[src/rtl/codec_init_pkg.sv]
// Shared types and the default register table for the codec init sequencer.
package codec_init_pkg;

  typedef enum logic [2:0] {
    ST_IDLE  = 3'd0,
    ST_ISSUE = 3'd1,
    ST_WAIT  = 3'd2,
    ST_GAP   = 3'd3,
    ST_PAUSE = 3'd4,
    ST_DONE  = 3'd5,
    ST_FAIL  = 3'd6
  } state_e;

  // One register write: 7-bit codec register address, 9-bit value.
  typedef struct packed {
    logic [6:0] addr;
    logic [8:0] val;
  } entry_t;

  localparam int DEFAULT_LEN = 5;

  // Power-up register program, written in this order before the settle delay.
  localparam entry_t DEFAULT_TABLE [DEFAULT_LEN] = '{
    '{addr: 7'd6, val: 9'h000},
    '{addr: 7'd0, val: 9'h017},
    '{addr: 7'd1, val: 9'h017},
    '{addr: 7'd4, val: 9'h002},
    '{addr: 7'd7, val: 9'h04A}
  };

endpackage

[src/rtl/codec_init_rom.sv]
// Combinational table lookup; indices outside the table return an all-zero entry.
import codec_init_pkg::*;

module codec_init_rom #(
  parameter int NUM_WRITES = 5
) (
  input  logic [5:0] idx,
  output entry_t     entry
);

  localparam logic [5:0] LIMIT   = 6'(NUM_WRITES);
  localparam logic [5:0] TBL_LEN = 6'(DEFAULT_LEN);

  // Select the table entry, zero when idx is beyond the configured or stored table.
  always_comb begin
    entry = '0;
    if (idx < LIMIT && idx < TBL_LEN) begin
      entry = DEFAULT_TABLE[idx[2:0]];
    end
  end

endmodule

[src/rtl/codec_init_seq.sv]
// Codec register-write sequencer: walks the table through the I2C master with
// retries, waits a settle delay, writes the activation register, then enables I2S.
//
// Handshake: a request is presented by holding i2c_register/i2c_din stable with
// i2c_enable high until the master pulses i2c_rdy (done) or i2c_err (failed);
// err wins when both are seen together. i2c_enable is dropped on the edge that
// samples the strobe and is low for at least one cycle before the next request.
import codec_init_pkg::*;

module codec_init_seq #(
  parameter int         NUM_WRITES   = 5,
  parameter int         DELAY_CYCLES = 1048575,
  parameter int         MAX_RETRIES  = 3,
  parameter int         RETRY_GAP    = 255,
  parameter logic [6:0] ACT_REG      = 7'd9,
  parameter logic [8:0] ACT_VAL      = 9'd1
) (
  input  logic       clk,
  input  logic       reset,
  input  logic       start,
  output logic [6:0] i2c_register,
  output logic [8:0] i2c_din,
  output logic       i2c_enable,
  output logic       i2c_rw,
  input  logic       i2c_rdy,
  input  logic       i2c_err,
  output logic       busy,
  output logic       done,
  output logic       error,
  output logic [5:0] step_idx,
  output logic [3:0] retry_cnt,
  output logic       snd_enable,
  output logic       mute_n
);

  localparam int DW = $clog2(DELAY_CYCLES) + 1;
  localparam int GW = $clog2(RETRY_GAP) + 1;

  localparam logic [DW-1:0] DELAY_LOAD  = DW'(DELAY_CYCLES);
  localparam logic [GW-1:0] GAP_LOAD    = GW'(RETRY_GAP);
  localparam logic [5:0]    LAST_TABLE  = 6'(NUM_WRITES - 1);
  localparam logic [5:0]    ACT_IDX     = 6'(NUM_WRITES);
  localparam logic [3:0]    RETRY_LIMIT = 4'(MAX_RETRIES);

  localparam logic [2:0] S_IDLE  = ST_IDLE;
  localparam logic [2:0] S_ISSUE = ST_ISSUE;
  localparam logic [2:0] S_WAIT  = ST_WAIT;
  localparam logic [2:0] S_GAP   = ST_GAP;
  localparam logic [2:0] S_PAUSE = ST_PAUSE;
  localparam logic [2:0] S_DONE  = ST_DONE;
  localparam logic [2:0] S_FAIL  = ST_FAIL;

  logic [2:0]    state;
  logic [DW-1:0] delay_cnt;
  logic [GW-1:0] gap_cnt;
  entry_t        rom_entry;

  codec_init_rom #(.NUM_WRITES(NUM_WRITES)) u_rom (
    .idx   (step_idx),
    .entry (rom_entry)
  );

  assign i2c_rw = 1'b0;

  // Sequencer FSM. GAP and PAUSE each last exactly their load value in cycles:
  // the counter leaves on the cycle it reads 1, so ISSUE follows immediately.
  always_ff @(posedge clk) begin
    if (reset) begin
      state        <= S_IDLE;
      i2c_register <= '0;
      i2c_din      <= '0;
      i2c_enable   <= 1'b0;
      busy         <= 1'b0;
      done         <= 1'b0;
      error        <= 1'b0;
      step_idx     <= '0;
      retry_cnt    <= '0;
      snd_enable   <= 1'b0;
      mute_n       <= 1'b0;
      delay_cnt    <= '0;
      gap_cnt      <= '0;
    end else begin
      case (state)
        S_IDLE, S_DONE, S_FAIL: begin
          if (start) begin
            step_idx   <= '0;
            retry_cnt  <= '0;
            busy       <= 1'b1;
            done       <= 1'b0;
            error      <= 1'b0;
            snd_enable <= 1'b0;
            mute_n     <= 1'b0;
            state      <= S_ISSUE;
          end
        end
        S_ISSUE: begin
          if (step_idx == ACT_IDX) begin
            i2c_register <= ACT_REG;
            i2c_din      <= ACT_VAL;
          end else begin
            i2c_register <= rom_entry.addr;
            i2c_din      <= rom_entry.val;
          end
          i2c_enable <= 1'b1;
          state      <= S_WAIT;
        end
        S_WAIT: begin
          if (i2c_err) begin
            i2c_enable <= 1'b0;
            if (retry_cnt < RETRY_LIMIT) begin
              retry_cnt <= retry_cnt + 4'd1;
              gap_cnt   <= GAP_LOAD;
              state     <= S_GAP;
            end else begin
              error <= 1'b1;
              busy  <= 1'b0;
              state <= S_FAIL;
            end
          end else if (i2c_rdy) begin
            i2c_enable <= 1'b0;
            retry_cnt  <= '0;
            if (step_idx == LAST_TABLE) begin
              step_idx  <= ACT_IDX;
              delay_cnt <= DELAY_LOAD;
              state     <= S_PAUSE;
            end else if (step_idx == ACT_IDX) begin
              done       <= 1'b1;
              busy       <= 1'b0;
              snd_enable <= 1'b1;
              mute_n     <= 1'b1;
              state      <= S_DONE;
            end else begin
              step_idx <= step_idx + 6'd1;
              state    <= S_ISSUE;
            end
          end
        end
        S_GAP: begin
          if (gap_cnt <= GW'(1)) begin
            gap_cnt <= '0;
            state   <= S_ISSUE;
          end else begin
            gap_cnt <= gap_cnt - GW'(1);
          end
        end
        S_PAUSE: begin
          if (delay_cnt <= DW'(1)) begin
            delay_cnt <= '0;
            state     <= S_ISSUE;
          end else begin
            delay_cnt <= delay_cnt - DW'(1);
          end
        end
        default: state <= S_IDLE;
      endcase
    end
  end

endmodule

[config.mk]
export PLATFORM = sky130hd
export DESIGN_NAME = codec_init_seq
export DESIGN_NICKNAME = d
export VERILOG_FILES = /design/src/rtl/codec_init_pkg.sv /design/src/rtl/codec_init_rom.sv /design/src/rtl/codec_init_seq.sv
export SDC_FILE = /design/constraint.sdc
export NUM_CORES = 1
export LEC_CHECK = 0
export CORE_MARGIN = 5
export CORE_UTILIZATION = 35
export CTS_CLUSTER_DIAMETER = 120
export DETAILED_ROUTE_END_ITERATION = 6
export GPL_TIMING_DRIVEN = 0
export PLACE_DENSITY = 0.58
export SLEW_MARGIN = 20
export SYNTH_ARGS = -nofsm -noshare
export SYNTH_HDL_FRONTEND = slang
export SYNTH_HIERARCHICAL = 1
export SYNTH_SLANG_ARGS = --single-unit
[constraint.sdc]
create_clock -name clk -period 4.1 [get_ports clk]
set_input_delay 1.23 -clock clk [delete_from_list [all_inputs] [get_ports clk]]
set_output_delay 1.23 -clock clk [all_outputs]
set_load 0.01 [all_outputs]
# Word level (Yosys, flattened, before mapping)
# Memories as Yosys holds them, arrays and structs flattened.
# Cells that the tools add are included.
[word_totals]
wordCells = 115
mem_count = 1
rom_bits = 128
ff_bits = 63
[classes]
n_mux = 53
eq_ne = 25
magnitude_cmp = 5
n_addsub = 4
bitwise_logic = 1
n_reduce_logical = 15
[mem_list]
columns = ["name", "depth", "word_bits", "rd", "rd_clocked_by_memory_dff", "write_ports", "line_no", "source"]
rows = [
  ["(no name shown)", 8, 16, 1, 0, 0, "codec_init_rom.sv:18", "entry = DEFAULT_TABLE[idx[2:0]];"],
]
[op_table]
columns = ["operator", "n"]
rows = [
  ["21-bit 2-to-1 mux", 4],
  ["16-bit 2-to-1 mux", 3],
  ["21-bit one-hot mux with 2 select lines", 1],
  ["9-bit 2-to-1 mux", 4],
  ["6-bit 2-to-1 mux", 5],
  ["3-bit 2-to-1 mux", 8],
  ["2-bit inequality test, second input constant", 11],
  ["21-bit by 1-bit less-or-equal comparator with 1-bit output, second input constant", 1],
  ["21-bit by 1-bit subtractor with 21-bit output, second input constant", 1],
  ["3-bit inequality test, second input constant", 6],
  ["9-bit one-hot mux with 2 select lines", 1],
  ["4-bit 2-to-1 mux", 4],
  ["4-bit AND reduction", 4],
  ["1-bit 2-to-1 mux", 15],
  ["3-bit one-hot mux with 5 select lines", 1],
  ["6-bit by 3-bit equality test with 1-bit output, second input constant", 2],
  ["6-bit one-hot mux with 2 select lines", 1],
  ["6-bit AND reduction", 2],
  ["3-bit equality test, second input constant", 3],
  ["9-bit by 1-bit less-or-equal comparator with 1-bit output, second input constant", 1],
  ["9-bit by 1-bit subtractor with 9-bit output, second input constant", 1],
  ["1-bit one-hot mux with 2 select lines", 4],
  ["4-bit one-hot mux with 2 select lines", 1],
  ["2-bit nonzero test", 4],
  ["other kinds (14)", 15],
]

# Logic depth before layout (Yosys ltp)
# Gate-level depths: netlist (run 1).
[depth]
word_depth = 6
depth_mapped = 8
mapped_depth_nobuf = 7

# Cells and area by module
# Netlist (run 1), hierarchy kept.
[by_module_without_submodules]
columns = ["mod", "n_inst", "cells_per_inst", "area_each_um2"]
rows = [
  ["codec_init_seq", 1, 419, 3248.1],
  ["codec_init_rom", 1, 30, 205.2],
]

# Worst setup path after synthesis (run 1)
# No wires, ideal clock.
[synth_path]
kind = "input -> register"
startpoint = "input port i2c_err"
endpoint = "register delay_cnt[10]"
path_stages = 8
arrival_ns = 2.963
setup_time_ns = 0.078
setup_slack_ns = 1.059
n_path_buf = 3
cell_sequence = "clkbuf_1 > nor4b_1 > nand2_1 > o21ai_0 > clkbuf_1 > clkbuf_1 > a21oi_1 > nor3_1"
[synth_via]
elab_chain_len = 2
[synth_lines]
columns = ["element", "line_no", "source"]
rows = [
  ["start: declaration", "codec_init_seq.sv:26", "input logic i2c_err,"],
  ["2-bit inequality test (no line)", "--", ""],
  ["4-bit AND reduction (no line)", "--", ""],
  ["end signal: assignment", "codec_init_seq.sv:151", "delay_cnt <= delay_cnt - DW'(1);"],
  ["end: declaration", "codec_init_seq.sv:54", "logic [DW-1:0] delay_cnt;"],
]
# Every way passes these cells.
# A chain may end at the register's enable or synchronous reset.

# Worst setup path after layout (run 1)
[layout_path]
startpoint = "input port i2c_err"
endpoint = "register delay_cnt[12]"
# Same word-level chain as after synthesis.

==> results of run 1 <==
## final cells by class
| cell class | count | area, µm² | area share (%) |
|---|---|---|---|
| buffer | 42 | 215 | 5.12 |
| clock buffer | 10 | 138 | 3.28 |
| clock inverter | 6 | 91.3 | 2.17 |
| inverter | 22 | 82.6 | 1.97 |
| multi-input combinational | 328 | 1920 | 45.6 |
| sequential | 63 | 1260 | 30.0 |
| tap | 133 | 166 | 3.96 |
| timing repair buffer | 33 | 330 | 7.86 |
## worst paths after layout
path	startpoint	to	slack (ns)
setup / recovery	i2c_err	delay_cnt[12]	0.58
hold / removal	i2c_register[3]	i2c_register[3]	0.47
setup reg to reg	step_idx[2]	delay_cnt[12]	1.11
hold reg to reg	i2c_register[3]	i2c_register[3]	0.47
## critical path, cell delays in order
cell,delay [ns]
clkbuf_1,0.22
nor4b_1,0.66
nand2_1,0.15
o21ai_0,0.35
clkbuf_1,0.46
clkbuf_1,0.42
a21oi_1,0.12
nor3_1,0.16
## cell families after synthesis
kind of cell	synth area share [%]
adders and majority gates	3.99
buffers and inverters	8.62
xor gates and xnor gates	0.254
and+or+nand+nor	27.0
other	0.217
AOI/OAI and AO/OA	22.2
muxes	1.20
DFF	36.5
## metal layers
metal	share of wire (%)	vias up	global-route usage (%)
met5	0	-	0
li1	-	1703	-
met3	5.2	10	3.88
met1	47	1649	21.8
met4	1.4	0	5.88
met2	46	92	25.3
## state kept, by name (all words and copies together), names as in the netlist
| signal | count |
|---|---|
| step_idx | 6 |
| busy | 1 |
| i2c_din | 9 |
| delay_cnt | 21 |
| mute_n | 1 |
| state | 3 |
| error | 1 |
| i2c_register | 7 |
| i2c_enable | 1 |
| retry_cnt | 4 |
| gap_cnt | 9 |
## through the flow
step           utilization [%]  instance area, µm²  worst slack (ns)  power, mW  hold slack [ns]
2_1_floorplan                -                3480              1.06       2.26            0.460
3_3_place_gp              41.0                3970             0.218       2.74            0.457
3_5_place_dp              41.0                3970             0.304       2.77            0.469
4_1_cts                   43.4                4200             0.667       3.41            0.485
5_1_grt                   43.4                4200             0.369       3.67            0.503
6_report                  43.4                4200             0.582       3.42            0.473
## layout by cell type (no fill, tap or decap), types with 5 or more instances in the layout
| master | instances |
|---|---|
| a21oi_1 | 57 |
| a22oi_1 | 14 |
| a31oi_1 | 6 |
| and3_1 | 5 |
| buf_4 | 13 |
| clkbuf_1 | 25 |
| clkbuf_8 | 10 |
| clkdlybuf4s50_1 | 33 |
| conb_1 | 8 |
| dfxtp_1 | 63 |
| ha_1 | 11 |
| inv_1 | 22 |
| nand2_1 | 29 |
| nand2b_1 | 8 |
| nand3_1 | 9 |
| nor2_1 | 43 |
| nor3_1 | 29 |
| nor4_1 | 12 |
| o21ai_0 | 21 |
| or3_1 | 7 |
| or4_1 | 6 |
## power groups by stage
| stage | Combinational, mW | Clock, mW | Sequential [mW] |
|---|---|---|---|
| floorplan | 1.33 | 0 | 0.934 |
| global placement | 1.80 | 0 | 0.945 |
| detailed placement | 1.81 | 0 | 0.951 |
| CTS | 1.83 | 0.649 | 0.939 |
| global route | 2.03 | 0.677 | 0.966 |
| finish | 1.84 | 0.633 | 0.943 |
==> flow_metrics.env, run 1 <==
export IMPL_status="finished clean"
export IMPL_cts_root_buf="clkbuf_8"
export IMPL_slew_headroom_pct=51.7
export IMPL_core_um2=9680
export IMPL_grt_usage_pct=16.2
export IMPL_antennaDiodeCount=0
export IMPL_arrival_ns=3.79
export IMPL_setup_worst_path_end_class="register"
export IMPL_min_path_cells=2
export IMPL_hold_buffers=0
export IMPL_io_buffers=33
export IMPL_synth_distinct_cells=52
export IMPL_power_leakage_nw=1.49
export IMPL_viasPerCell=5.42
export IMPL_hold_violations=0
export IMPL_cts_sinks=63
export IMPL_cp_max_fo=10
export IMPL_fmax_mhz=284
export IMPL_clock_path_buffers=2
export IMPL_start_util_pct=35.7
export IMPL_swShare_pct=45.3
export IMPL_grt_ovfl_total=0
export IMPL_fin_tns_setup_ns=0
export IMPL_synth_area_leaders="dfxtp_1 37%, a21oi_1 8.3%, nor2_1 4.7%"
export IMPL_final_fill_count=998
export IMPL_setup_viol=0
export IMPL_dpl_hpwl_um=6610
export IMPL_final_cells=637
export IMPL_syn_to_final_growth_pct=21.7
export IMPL_intPower_mw=1.87
export IMPL_startpoint_type="input pin"
export IMPL_ys_ff_latch=63
export IMPL_clk_pin_slew_ns=0.07
export IMPL_synth_avg_cell_area_um2=7.69
export IMPL_drt_pass1_iterations=4
export IMPL_ant_nets=0
export IMPL_finalMaxSlewViolations=0
export IMPL_pin_count=38
export IMPL_pwr_share_clk_pct=18.5
export IMPL_synth_edff_count=0
export IMPL_fin_crit_ns=3.52
export IMPL_synth_commonest_cells="63 x dfxtp_1, 57 x a21oi_1, 43 x nor2_1"
export IMPL_numCtsBuffers=9
export IMPL_yosys_cell_count_top_type="dfxtp_1"
export IMPL_comb_power_share_pct=53.9
export IMPL_first_iter_violations=251
export IMPL_cts_setup_buffers=0
export IMPL_synth_top_area_cell="dfxtp_1"
export IMPL_dp_cells=621
export IMPL_rsz0062_at_grt="no"
export IMPL_grt_pass1_vias=3121
export IMPL_ys_warn_count=6
export IMPL_clock_latency_ns=0.35
export IMPL_die_area_um2=12000
export IMPL_die_x_um=109
export IMPL_hold_class="reg2reg"
export IMPL_drc_errors=0
export IMPL_fin_crit_sh_pct=85.8
export IMPL_syn_inst=449
export IMPL_drive_gt1_share_pct=8.53
export IMPL_criticalPathCategory="in2reg"
export IMPL_ir_drop_uv=377
export IMPL_num_vias=3454
export IMPL_routedWlPerCell_um=14.9
export IMPL_seqPwrFrac_pct=27.6
export IMPL_synth_top_cell_area_share_pct=36.5
export IMPL_tightest_slew_ns=0.714
export IMPL_ys_flop_type="dfxtp_1"
export IMPL_p_per_area_nw_per_um2=813
export IMPL_clock_skew_ns=0.00823
export IMPL_htreeDepth=3
export IMPL_power_switching_mw=1.55
export IMPL_wl_um=9470
export IMPL_fin_nets=515
export IMPL_drv_cap=0
export IMPL_grt_pass1_wl_um=15400
export IMPL_rows=36
export IMPL_async_flop_share_pct=0
export IMPL_grt_antenna_before_repair=0
export IMPL_die_h_um=109
export IMPL_cts_resized=0
export IMPL_ff2ff_path_depth=7
export IMPL_mappedNetlistArea_um2=3450
export IMPL_yosysSeqAreaShare_pct=36.5
export IMPL_crit_required_ns=4.37
export IMPL_gp_congestion=0.828
export IMPL_cts_tree="yes"
export IMPL_grt_max_degree=14
(Power assumes the default switching activity.)
==> run 2: changes to the inputs <==
--- a/config.mk
+++ b/config.mk
@@ -7,10 +7,12 @@
 export LEC_CHECK = 0
 export CORE_MARGIN = 5
 export CORE_UTILIZATION = 35
+export CTS_BUF_LIST = sky130_fd_sc_hd__clkbuf_8 sky130_fd_sc_hd__clkbuf_16
 export CTS_CLUSTER_DIAMETER = 120
 export DETAILED_ROUTE_END_ITERATION = 6
+export DONT_BUFFER_PORTS = 1
 export GPL_TIMING_DRIVEN = 0
-export PLACE_DENSITY = 0.58
+export PLACE_DENSITY = 0.53
 export SLEW_MARGIN = 20
 export SYNTH_ARGS = -nofsm -noshare
 export SYNTH_HDL_FRONTEND = slang
==> run 2 against run 1 <==
Compared with the run above:
- wire length is 6.4% lower
- global-route usage shrank 0.93 points
- final cell count decreased by 5.2%
- critical path type unchanged
- largest power group unchanged
==> flow_metrics.env, run 2 (synthesized netlist as in run 1, its figures left out) <==
export IMPL_status="finished clean"
export IMPL_routedWlPerCell_um=14.7
export IMPL_met3_length_um=469
export IMPL_grt_max_degree=14
export IMPL_grt_antenna_before_repair=0
export IMPL_clock_skew_ns=0.0101
export IMPL_cts_resized=0
export IMPL_tightest_slew_ns=0.808
export IMPL_criticalPathCategory="in2reg"
export IMPL_start_util_pct=35.7
export IMPL_pre_cts_ws_ns=0.320
export IMPL_fmax_mhz=296
export IMPL_worst_path_max_delay_cell="nor4b_1"
export IMPL_ant_nets=0
export IMPL_fin_crit_sh_pct=82.3
export IMPL_grt_usage_pct=15.3
export IMPL_setup_viol=0
export IMPL_top_layer="met4"
export IMPL_pin_count=38
export IMPL_first_iter_violations=213
export IMPL_finalMaxSlewViolations=0
export IMPL_min_path_cells=2
export IMPL_gp_congestion=0.839
export IMPL_drt_pass1_iterations=5
export IMPL_drc_errors=0
export IMPL_critPathBufInv=3
export IMPL_numCtsBuffers=9
export IMPL_clock_path_buffers=2
export IMPL_fin_ws_ns=0.724
export IMPL_power_leakage_nw=1.38
export IMPL_clk_pin_slew_ns=0.07
export IMPL_cts_sinks=63
export IMPL_grt_pass1_wl_um=14500
export IMPL_fin_crit_ns=3.38
export IMPL_hold_class="reg2reg"
export IMPL_final_cells=604
export IMPL_hp_start="gap_cnt[8]"
export IMPL_antennaDiodeCount=0
export IMPL_viasPerCell=5.30
export IMPL_cpMostUsedCell="clkbuf_1"
export IMPL_startpoint_type="input pin"
export IMPL_met2WireLength_um=3800
export IMPL_num_vias=3204
export IMPL_crit_required_ns=4.36
export IMPL_clock_latency_ns=0.34
export IMPL_r2r_start="step_idx[2]"
export IMPL_setup_worst_path_end_class="register"
export IMPL_grt_pass1_vias=2933
export IMPL_path_cells="clkbuf_1, nor4b_1, nand2_1, o21ai_0, clkbuf_1, clkbuf_1, a21oi_1, nor3_1"
export IMPL_reg2reg_to="delay_cnt[7]"
export IMPL_drive_gt1_share_pct=8.92
export IMPL_cp_top_family="buffers and inverters"
export IMPL_core_um2=9680
export IMPL_rows=36
export IMPL_slew_headroom_pct=45.7
export IMPL_fin_tns_setup_ns=0
export IMPL_grt_ovfl_total=0
export IMPL_io_buffers=0
export IMPL_htreeDepth=3
export IMPL_drv_cap=0
export IMPL_die_area_um2=12000
export IMPL_whs_endpoint="gap_cnt[8]"
export IMPL_die_h_um=109
export IMPL_rsz0062_at_grt="no"
export IMPL_hold_buffers=0
export IMPL_r2r_slack_ns=1.12
export IMPL_layout_commonest_cell="dfxtp_1"
export IMPL_dpl_hpwl_um=6380
export IMPL_p_per_area_nw_per_um2=844
export IMPL_ir_drop_uv=364
export IMPL_regMostFlops="delay_cnt"
export IMPL_die_x_um=109
export IMPL_cp_max_fo=10
export IMPL_dp_cells=588
export IMPL_wl_met1_um=4480
export IMPL_syn_to_final_growth_pct=11.6
export IMPL_layout_common_cells="63 x dfxtp_1, 57 x a21oi_1, 43 x nor2_1, 29 x nor3_1, 29 x nand2_1"
export IMPL_cts_root_buf="clkbuf_8"
export IMPL_wl_um=8870
export IMPL_ff2ff_path_depth=7
export IMPL_reg_largest_list="delay_cnt (21), gap_cnt (9), i2c_din (9)"
export IMPL_largest_register_ffs=21
export IMPL_cts_setup_buffers=0
export IMPL_fin_nets=482
export IMPL_cts_tree="yes"
export IMPL_hold_violations=0
export IMPL_arrival_ns=3.64
export IMPL_cpPeakStageDelay_ns=0.59
## run 2: cell count changes in the layout (fill, tap and decap cells not counted), sizes merged
| cell | before | now |
|---|---|---|
| clkdlybuf4s50 | 33 | 0 |
| clkinvlp | 3 | 2 |
| clkbuf | 35 | 34 |
| clkinv | 0 | 2 |
## run 2: stage by stage
step / hold WS (ns) / power (mW) / utilization [%] / cell area [µm²]
6_report: 0.496 / 3.25 / 39.8 / 3850
5_1_grt: 0.536 / 3.51 / 39.8 / 3850
4_1_cts: 0.502 / 3.26 / 39.8 / 3850
3_5_place_dp: 0.485 / 2.66 / 37.6 / 3640
3_3_place_gp: 0.483 / 2.66 / 37.6 / 3640
2_1_floorplan: 0.460 / 2.26 / - / 3480
## run 2: worst register-to-register path: stages (launching register included)
cell and delay [ns]:
dfxtp_1 0.59, nor4b_1 0.67, nand2_1 0.18, o21ai_0 0.35, clkbuf_1 0.42, clkbuf_1 0.42, a21oi_1 0.13, nor3_1 0.15
## run 2: cell type report
| type | count | area (µm²) |
|---|---|---|
| buffer | 42 | 215 |
| clock buffer | 9 | 124 |
| clock inverter | 7 | 88.8 |
| fill | 1003 | 5830 |
| inverter | 22 | 82.6 |
| multi-input combinational | 328 | 1920 |
| sequential | 63 | 1260 |
| tap | 133 | 166 |
## run 2: worst max-delay path by stage
stage	start	endpoint	slack (ns)	depth (start not counted)
after floorplan	i2c_err	delay_cnt[10]	1.06	8
final	i2c_err	delay_cnt[7]	0.72	8
after CTS	i2c_err	delay_cnt[12]	0.68	8
after detailed placement	i2c_err	delay_cnt[12]	0.32	8
after global routing	i2c_err	delay_cnt[5]	0.25	8
after global placement	i2c_err	delay_cnt[6]	0.26	8
## run 2: power by group
group	switching [mW]	internal (mW)
Combinational	1.05	0.653
Sequential	0.192	0.779
Clock	0.247	0.338
## run 2: layer usage
layer,track usage [%],vias up
li1,-,1642
met1,21.1,1495
met2,23.1,56
met3,4.46,11
met4,4.36,0
met5,0,-
==> run 3: changes to the inputs <==
--- a/config.mk
+++ b/config.mk
@@ -12,7 +12,7 @@
 export DETAILED_ROUTE_END_ITERATION = 6
 export DONT_BUFFER_PORTS = 1
 export GPL_TIMING_DRIVEN = 0
-export PLACE_DENSITY = 0.53
+export PLACE_DENSITY = 0.55
 export SLEW_MARGIN = 20
 export SYNTH_ARGS = -nofsm -noshare
 export SYNTH_HDL_FRONTEND = slang
==> constraint.sdc (replaced) <==
create_clock -name clk -period 2.8 [get_ports clk]
set_input_delay 0.84 -clock clk [delete_from_list [all_inputs] [get_ports clk]]
set_output_delay 0.84 -clock clk [all_outputs]
set_load 0.01 [all_outputs]
==> run 3 against run 2 <==
Compared with the run above:
- hold slack better by 0.0010 ns
- via count grew 1.4%
- sequential share of layout area down 0.72 points
- clock skew is 0.0033 ns higher
- highest routed layer unchanged
==> flow_metrics.env, run 3 (synthesized netlist as in run 1, its figures left out) <==
export IMPL_startpoint_type="register"
export IMPL_pin_count=38
export IMPL_clock_skew_ns=0.0134
export IMPL_ant_nets=0
export IMPL_reg_largest_list="delay_cnt (21), gap_cnt (9), i2c_din (9)"
export IMPL_dp_cells=588
export IMPL_antennaDiodeCount=0
export IMPL_grt_pass1_wl_um=15100
export IMPL_viasPerCell=5.36
export IMPL_htreeDepth=3
export IMPL_core_um2=9680
export IMPL_cts_tree="yes"
export IMPL_fin_crit_sh_pct=97.8
export IMPL_critPathBufInv=1
export IMPL_fin_crit_ns=2.74
export IMPL_crit_required_ns=3.09
export IMPL_tightest_slew_ns=0.731
export IMPL_grt_usage_pct=15.9
export IMPL_fmax_mhz=365
export IMPL_setup_viol=0
export IMPL_cts_root_buf="clkbuf_8"
export IMPL_layout_commonest_cell="dfxtp_1"
export IMPL_post_route_util_pct=40.7
export IMPL_rows=36
export IMPL_io_buffers=0
export IMPL_status="finished clean"
export IMPL_gp_congestion=0.849
export IMPL_largest_register_ffs=21
export IMPL_drive_gt1_share_pct=11.4
export IMPL_clk_pin_slew_ns=0.08
export IMPL_power_leakage_nw=1.41
export IMPL_slew_headroom_pct=50.9
export IMPL_fin_nets=484
export IMPL_power_mw=5.02
export IMPL_grt_pass1_vias=2981
export IMPL_grt_max_degree=14
export IMPL_cpPeakStageDelay_ns=0.56
export IMPL_numCtsBuffers=9
export IMPL_wl_um=9130
export IMPL_ir_drop_uv=517
export IMPL_drc_errors=0
export IMPL_hold_class="reg2reg"
export IMPL_clock_latency_ns=0.35
export IMPL_worst_path_max_delay_cell="or4_4"
export IMPL_criticalPathCategory="reg2reg"
export IMPL_cp_max_fo=10
export IMPL_drt_pass1_iterations=4
export IMPL_cp_top_family="simple AND/OR/NAND/NOR gates"
export IMPL_start_util_pct=35.7
export IMPL_path_cells="or4_4, or4_4, or4_4, buf_6, a2111oi_2, mux2_1"
export IMPL_grt_antenna_before_repair=0
export IMPL_die_area_um2=12000
export IMPL_hold_buffers=0
export IMPL_p_per_area_nw_per_um2=1270
export IMPL_syn_to_final_growth_pct=14.2
export IMPL_grt_ovfl_total=0
export IMPL_clock_path_buffers=2
export IMPL_first_iter_violations=203
export IMPL_cts_sinks=63
export IMPL_regMostFlops="delay_cnt"
export IMPL_die_h_um=109
export IMPL_die_x_um=109
export IMPL_cpMostUsedCell="or4_4"
export IMPL_final_cells=606
export IMPL_layout_common_cells="62 x dfxtp_1, 57 x a21oi_1, 43 x nor2_1, 29 x nand2_1, 28 x nor3_1"
export IMPL_hold_violations=0
export IMPL_arrival_ns=3.03
export IMPL_dpl_hpwl_um=6460
export IMPL_drv_cap=0
export IMPL_pre_cts_ws_ns=-0.525
export IMPL_finalMaxSlewViolations=0
export IMPL_final_fill_count=1022
export IMPL_routedWlPerCell_um=15.1
export IMPL_num_vias=3249
export IMPL_fin_ws_ns=0.0619
export IMPL_setup_worst_path_end_class="register"
run 3: cell types whose count changed in the layout (fill, tap and decap cells not counted), moves of 2 or more:
cell | previous run | this run
clkbuf_1 | 25 | 22
buf_4 | 13 | 15
clkbuf_2 | 0 | 2
clkinv_2 | 2 | 0
nor4b_1 | 2 | 0
run 3: layout make-up:
cell class              count  area [µm²]  share of cell area [%]
plain buffers              42         221                    5.61
clock inverters             6        92.6                    2.35
clock buffers              10         138                    3.49
repair buffers              2        15.0                   0.381
multi-input cells         328        1970                    49.9
well taps                 133         166                    4.22
inverters                  22        82.6                    2.09
flip-flops and latches     63        1260                    32.0
run 3: worst paths after layout:
check                     to  slack [ns]     startpoint  cells past startpoint
setup / recovery    state[0]        0.06  delay_cnt[11]                      6
hold / removal    gap_cnt[8]        0.50     gap_cnt[8]                      2
setup reg to reg    state[0]        0.06  delay_cnt[11]                      6
hold reg to reg   gap_cnt[8]        0.50     gap_cnt[8]                      2
run 3: timing repair:
item                                    CTS  global route
resized for setup                         7             9
buffers inserted                          0             2
pin swaps                                 0             1
endpoints found under the setup margin   13            17
run 3: through the flow:
step           hold WS, ns  cell area, µm²  TNS (ns)
3_5_place_dp         0.493            3640     -6.20
6_report             0.497            3950         0
2_1_floorplan        0.460            3480         0
3_3_place_gp         0.478            3640     -6.05
4_1_cts              0.506            3900         0
5_1_grt              0.538            3950   -0.0341
run 3: where the power goes:
part / internal, mW / switching (mW) / leakage [nW]
logic: 1.07 / 1.60 / 0.789
registers: 1.14 / 0.284 / 0.513
clock network: 0.530 / 0.394 / 0.109
total: 2.75 / 2.27 / 1.41
run 3: worst min-delay path, cell delays in order, from the launching register on:
cell and delay (ns):
dfxtp_1 0.31, o311ai_0 0.08, a21oi_1 0.06
run 3: layer usage:
metal	vias to the layer above	track usage, %	share of wire [%]
met5	-	0	0
met1	1528	21.0	47
met2	66	25.1	45
met3	17	4.05	6.0
li1	1638	-	-
met4	0	6.06	1.9
